`src/rtl/paint_pkg.sv`:
```
// Frame-buffer geometry, colour constants, engine state type and the
// shift-add pixel address helper shared by the drawing and scanout stages.
package paint_pkg;

   localparam int unsigned H_RES   = 160;
   localparam int unsigned V_RES   = 120;
   localparam int unsigned ADDR_W  = 15;
   localparam int unsigned COLOR_W = 12;

   localparam logic [COLOR_W-1:0] BG_COLOR = 12'hFFF;

   typedef enum logic [1:0] {
      ST_IDLE  = 2'd0,
      ST_SETUP = 2'd1,
      ST_WRITE = 2'd2,
      ST_DONE  = 2'd3
   } state_t;

   // y*160 + x without a multiplier: 160 = 128 + 32.
   function automatic logic [ADDR_W-1:0] xy_to_addr(input logic [7:0] x,
                                                    input logic [6:0] y);
      logic [ADDR_W-1:0] w_y;
      logic [ADDR_W-1:0] w_x;
      w_y = {{(ADDR_W-7){1'b0}}, y};
      w_x = {{(ADDR_W-8){1'b0}}, x};
      return (w_y << 7) + (w_y << 5) + w_x;
   endfunction

endpackage

```
`src/rtl/brush_stamp.sv`:
```
// Stamps a clipped (2r+1)x(2r+1) square brush into the frame buffer,
// one pixel per granted cycle, in raster order.
module brush_stamp
   import paint_pkg::*;
(
   input  logic               clk,
   input  logic               rst_n,
   input  logic               start,
   input  logic [7:0]         cx,
   input  logic [6:0]         cy,
   input  logic [2:0]         radius,
   input  logic [COLOR_W-1:0] color,
   input  logic               erase,
   output logic               busy,
   output logic               done,
   input  logic               mem_gnt,
   output logic               mem_we,
   output logic [ADDR_W-1:0]  mem_a,
   output logic [COLOR_W-1:0] mem_wd,
   output state_t             o_dbg_state
);

   // Handshake: the engine presents a write every WRITE cycle; it is taken
   // (mem_we high, counters advance) only in a cycle where mem_gnt is high.

   localparam logic signed [8:0] X_MAX = 9'(H_RES - 1);
   localparam logic signed [8:0] Y_MAX = 9'(V_RES - 1);

   state_t r_state;
   state_t w_next;

   logic [7:0]         r_cx;
   logic [6:0]         r_cy;
   logic [2:0]         r_rad;
   logic [COLOR_W-1:0] r_color;
   logic [7:0]         r_x0;
   logic [7:0]         r_x1;
   logic [6:0]         r_y1;
   logic [7:0]         r_x;
   logic [6:0]         r_y;
   logic [ADDR_W-1:0]  r_row;

   logic signed [8:0] w_cx_s;
   logic signed [8:0] w_cy_s;
   logic signed [8:0] w_r_s;
   logic signed [8:0] w_xlo;
   logic signed [8:0] w_xhi;
   logic signed [8:0] w_ylo;
   logic signed [8:0] w_yhi;
   logic [7:0]        w_x0;
   logic [7:0]        w_x1;
   logic [6:0]        w_y0;
   logic [6:0]        w_y1;
   logic              w_offscreen;
   logic              w_last_x;
   logic              w_last_y;
   logic              w_step;

   // Clip bounds from the latched request; signed so cx-r below zero clamps.
   assign w_cx_s = signed'({1'b0, r_cx});
   assign w_cy_s = signed'({2'b00, r_cy});
   assign w_r_s  = signed'({6'd0, r_rad});
   assign w_xlo  = w_cx_s - w_r_s;
   assign w_xhi  = w_cx_s + w_r_s;
   assign w_ylo  = w_cy_s - w_r_s;
   assign w_yhi  = w_cy_s + w_r_s;

   always_comb begin
      w_x0 = (w_xlo < 9'sd0)  ? 8'd0        : w_xlo[7:0];
      w_x1 = (w_xhi > X_MAX)  ? X_MAX[7:0]  : w_xhi[7:0];
      w_y0 = (w_ylo < 9'sd0)  ? 7'd0        : w_ylo[6:0];
      w_y1 = (w_yhi > Y_MAX)  ? Y_MAX[6:0]  : w_yhi[6:0];
   end

   assign w_offscreen = (r_cx >= 8'(H_RES)) || (r_cy >= 7'(V_RES));
   assign w_last_x    = (r_x == r_x1);
   assign w_last_y    = (r_y == r_y1);
   assign w_step      = (r_state == ST_WRITE) && mem_gnt;

   always_ff @(posedge clk or negedge rst_n) begin
      if (!rst_n) begin
         r_state <= ST_IDLE;
      end else begin
         r_state <= w_next;
      end
   end

   always_comb begin
      w_next = r_state;
      busy   = 1'b0;
      done   = 1'b0;
      mem_we = 1'b0;
      unique case (r_state)
         ST_IDLE: begin
            if (start) w_next = ST_SETUP;
         end
         ST_SETUP: begin
            busy   = 1'b1;
            w_next = w_offscreen ? ST_DONE : ST_WRITE;
         end
         ST_WRITE: begin
            busy   = 1'b1;
            mem_we = mem_gnt;
            if (w_step && w_last_x && w_last_y) w_next = ST_DONE;
         end
         ST_DONE: begin
            done   = 1'b1;
            w_next = ST_IDLE;
         end
         default: w_next = ST_IDLE;
      endcase
   end

   always_ff @(posedge clk or negedge rst_n) begin
      if (!rst_n) begin
         r_cx    <= '0;
         r_cy    <= '0;
         r_rad   <= '0;
         r_color <= '0;
         r_x0    <= '0;
         r_x1    <= '0;
         r_y1    <= '0;
         r_x     <= '0;
         r_y     <= '0;
         r_row   <= '0;
      end else begin
         unique case (r_state)
            ST_IDLE: begin
               if (start) begin
                  r_cx    <= cx;
                  r_cy    <= cy;
                  r_rad   <= radius;
                  r_color <= erase ? BG_COLOR : color;
               end
            end
            ST_SETUP: begin
               r_x0  <= w_x0;
               r_x1  <= w_x1;
               r_y1  <= w_y1;
               r_x   <= w_x0;
               r_y   <= w_y0;
               r_row <= xy_to_addr(8'd0, w_y0);
            end
            ST_WRITE: begin
               if (w_step) begin
                  if (!w_last_x) begin
                     r_x <= r_x + 8'd1;
                  end else if (!w_last_y) begin
                     r_x   <= r_x0;
                     r_y   <= r_y + 7'd1;
                     r_row <= r_row + ADDR_W'(H_RES);
                  end
               end
            end
            default: begin
            end
         endcase
      end
   end

   assign mem_a       = r_row + {{(ADDR_W-8){1'b0}}, r_x};
   assign mem_wd      = r_color;
   assign o_dbg_state = r_state;

endmodule

```
`config.mk`:
```
export PLATFORM = sky130hd
export DESIGN_NAME = brush_stamp
export DESIGN_NICKNAME = d
export VERILOG_FILES = /design/src/rtl/paint_pkg.sv /design/src/rtl/brush_stamp.sv
export SDC_FILE = /design/constraint.sdc
export NUM_CORES = 1
export LEC_CHECK = 0
export CAP_MARGIN = 10
export CORE_MARGIN = 8
export CORE_UTILIZATION = 30
export CTS_CLUSTER_DIAMETER = 80
export DETAILED_ROUTE_END_ITERATION = 8
export PLACE_DENSITY_LB_ADDON = 0.12
export SKIP_CTS_REPAIR_TIMING = 1
export SYNTH_ARGS = -nofsm -noshare
export SYNTH_HDL_FRONTEND = slang
export SYNTH_SLANG_ARGS = --single-unit
```
`constraint.sdc`:
```
create_clock -name clk -period 7.4 [get_ports clk]
set_input_delay 0.74 -clock clk [delete_from_list [all_inputs] [get_ports clk]]
set_output_delay 0.74 -clock clk [all_outputs]
set_load 0.02 [all_outputs]
```
==> results_dict.tcl <==
set metrics [dict create \
    place_ws_ps 3790 \
    synth_nets 675 \
    yosysTopAreaCell "dfrtp_1" \
    die_h_um 152 \
    worstPathArrival_ps 3800 \
    layout_commonest_cell "dfrtp_1" \
    crit_path_end_kind "register" \
    layout_setup_ws_ps 3800 \
    place_inst 871 \
    path_max_fanout 7 \
    io_buffers 66 \
    core_area_sq_mm 0.0181 \
    synth.area.mux_share_pct 9.96 \
    maxSlewHeadroom_pct 48.3 \
    start_util_pct 30.7 \
    grt_pass1_wl_mm 24.2 \
    path_clk_slew_ps 60 \
    grt_overflow 0 \
    ys_seq_area_share_pct 36.1 \
    netlist_instances 608 \
    synth_area_sq_mm 0.00555 \
    wl_per_cell_um 16.4 \
    required_ps 7600 \
    grt_pass1_vias 4419 \
    start_kind "register" \
    fin_crit_sh_pct 48.6 \
    hold_path_class "in2async" \
    synth_fa_ha_area_share_pct 8.07 \
    tritoncts_num_sinks 80 \
    synth_ff_type "dfrtp_1" \
    synth.top_cell.area_share_pct 36.1 \
    synth_seq_cells 80 \
    die-area_sq_mm 0.0231 \
    synth_xor_area_share_pct 6.94 \
    cts_buffers 9 \
    tightest_slew_ps 771 \
    cts_root_buf "clkbuf_16" \
    viasPerCell 5.01 \
    rows 49 \
    dpl.hpwl_mm 10.9 \
    cts_buffer_depth 2 \
    status "completed" \
    clock.fmax_mhz 278 \
    yosysWarnings 0 \
    setup_tns_ps 0 \
    fin_util_pct 37.0 \
    ant_nets 0 \
    drive_above_1_share_pct 9.42 \
    maxSlewViolCount 0 \
    grtUsageTotal_pct 12.8 \
    cts.htree.levels 3 \
    synth_top_family_by_area "simple AND/OR/NAND/NOR gates" \
    grt_max_degree 53 \
    setup_viol 0 \
    antenna_found_initial 0 \
    gp_congestion 0.813 \
    cts_tree "yes" \
    synthTopCellsByArea "dfrtp_1 (36%), ha_1 (6.1%), mux2_2 (4.5%), nand2_1 (4.1%), o21ai_0 (3.9%)" \
    synth_compound_area_share_pct 16.4 \
    final_cell_mix "dfrtp_1 (80), clkdlybuf4s50_1 (65), nand2_1 (61)" \
    syn_area_per_cell_sq_um 9.13 \
    hold_viol 0 \
    path_class "reg2reg" \
    finClkSkew_ps 7.59 \
    drt-pass1-iter-count 5 \
    synth-simple-area-share_pct 17.6 \
    synthToLayoutAreaGrowth_pct 20.6 \
    io_pins 67 \
    num_vias 4445 \
    final_cells 887 \
    routed_wl_mm 14.5 \
    antenna_cells 0 \
    fp.dieW_um 152 \
    fin_crit_ps 3600 \
    insertion_delay_ps 350 \
    num-nets-final 720 \
    grt_setup_unrepaired "false" \
    synth_cell_type_count 71 \
    drtIter0Drc 291 \
    cap_violations 0 \
    synth_edf_count 0 \
    drcViolationCount 0 \
    synth-async-reset-ratio_pct 100 \
]
kinds of logic (layout without fill, tap and decap cells):
logic type / count (synthesis) / count (layout)
compound gates: 142 / 142
xor+xnor: 44 / 44
fa+ha+maj: 33 / 33
buf+inv: 63 / 113
flops: 80 / 80
mux: 49 / 49
simple gates: 197 / 197
state kept, by name, summed over array words and instances (netlist names), 7 cells and up:
register	count
mem_wd	12
r_cx	8
r_cy	7
r_row	10
r_x	8
r_x0	8
r_x1	8
r_y	7
r_y1	7
synth_stat cells (all sizes together) (5+ instances only):
cell / instances
ha: 27
nand3: 15
xnor2: 24
o22ai: 5
buf: 13
inv: 26
o211ai: 6
clkbuf: 24
nor2b: 13
nor4: 5
nand4: 5
and2: 8
o31ai: 5
dfrtp: 80
xor2: 20
a21oi: 38
mux2i: 17
nand2: 62
fa: 5
o21ai: 49
mux2: 32
nor3: 12
nor2: 56
stage by stage:
stage | area, sq um | hold slack (ps)
2_1_floorplan | 5550 | 444
3_5_place_dp | 6350 | 474
4_1_cts | 6700 | 318
6_report | 6700 | 310
3_3_place_gp | 6350 | 463
5_1_grt | 6700 | 332
critical path, cell delays in order (launching register included):
cell,delay [ps]
dfrtp_1,520
inv_1,160
ha_1,330
nor2b_1,160
o31a_1,290
nor2_1,270
inv_1,80
ha_1,300
a21o_1,160
a21o_1,230
maj3_1,350
o311ai_0,470
o211ai_1,150
metal layers:
metal	up-vias	global-route usage, %	share of wire, %
met3	14	3.26	5.7
met2	115	18.9	43
met5	-	0	0
met4	0	4.52	1.3
li1	2216	-	-
met1	2100	17.6	50
final timing paths:
kind                       startpoint         to  slack, ps  cells after the start
min reg2reg                 mem_wd[6]  mem_wd[6]        480                      2
max in group asynchronous       rst_n  r_row[13]       6030                      2
max reg2reg                  r_rad[1]  r_row[14]       3800                     12
min                             rst_n    r_cx[5]        310                      1
min in group clk            mem_wd[6]  mem_wd[6]        480                      2
max                          r_rad[1]  r_row[14]       3800                     12
area by class of cell:
type	count	area, sq um
clock inverter	7	119
timing repair buffer	71	696
fill	1808	11400
inverter	26	97.6
clock buffer	9	225
tap	229	287
sequential	80	2000
multi-input combinational	465	3270
Power is not shown: default switching activity piles up to over one toggle a cycle in this logic, so the estimate is an artifact.
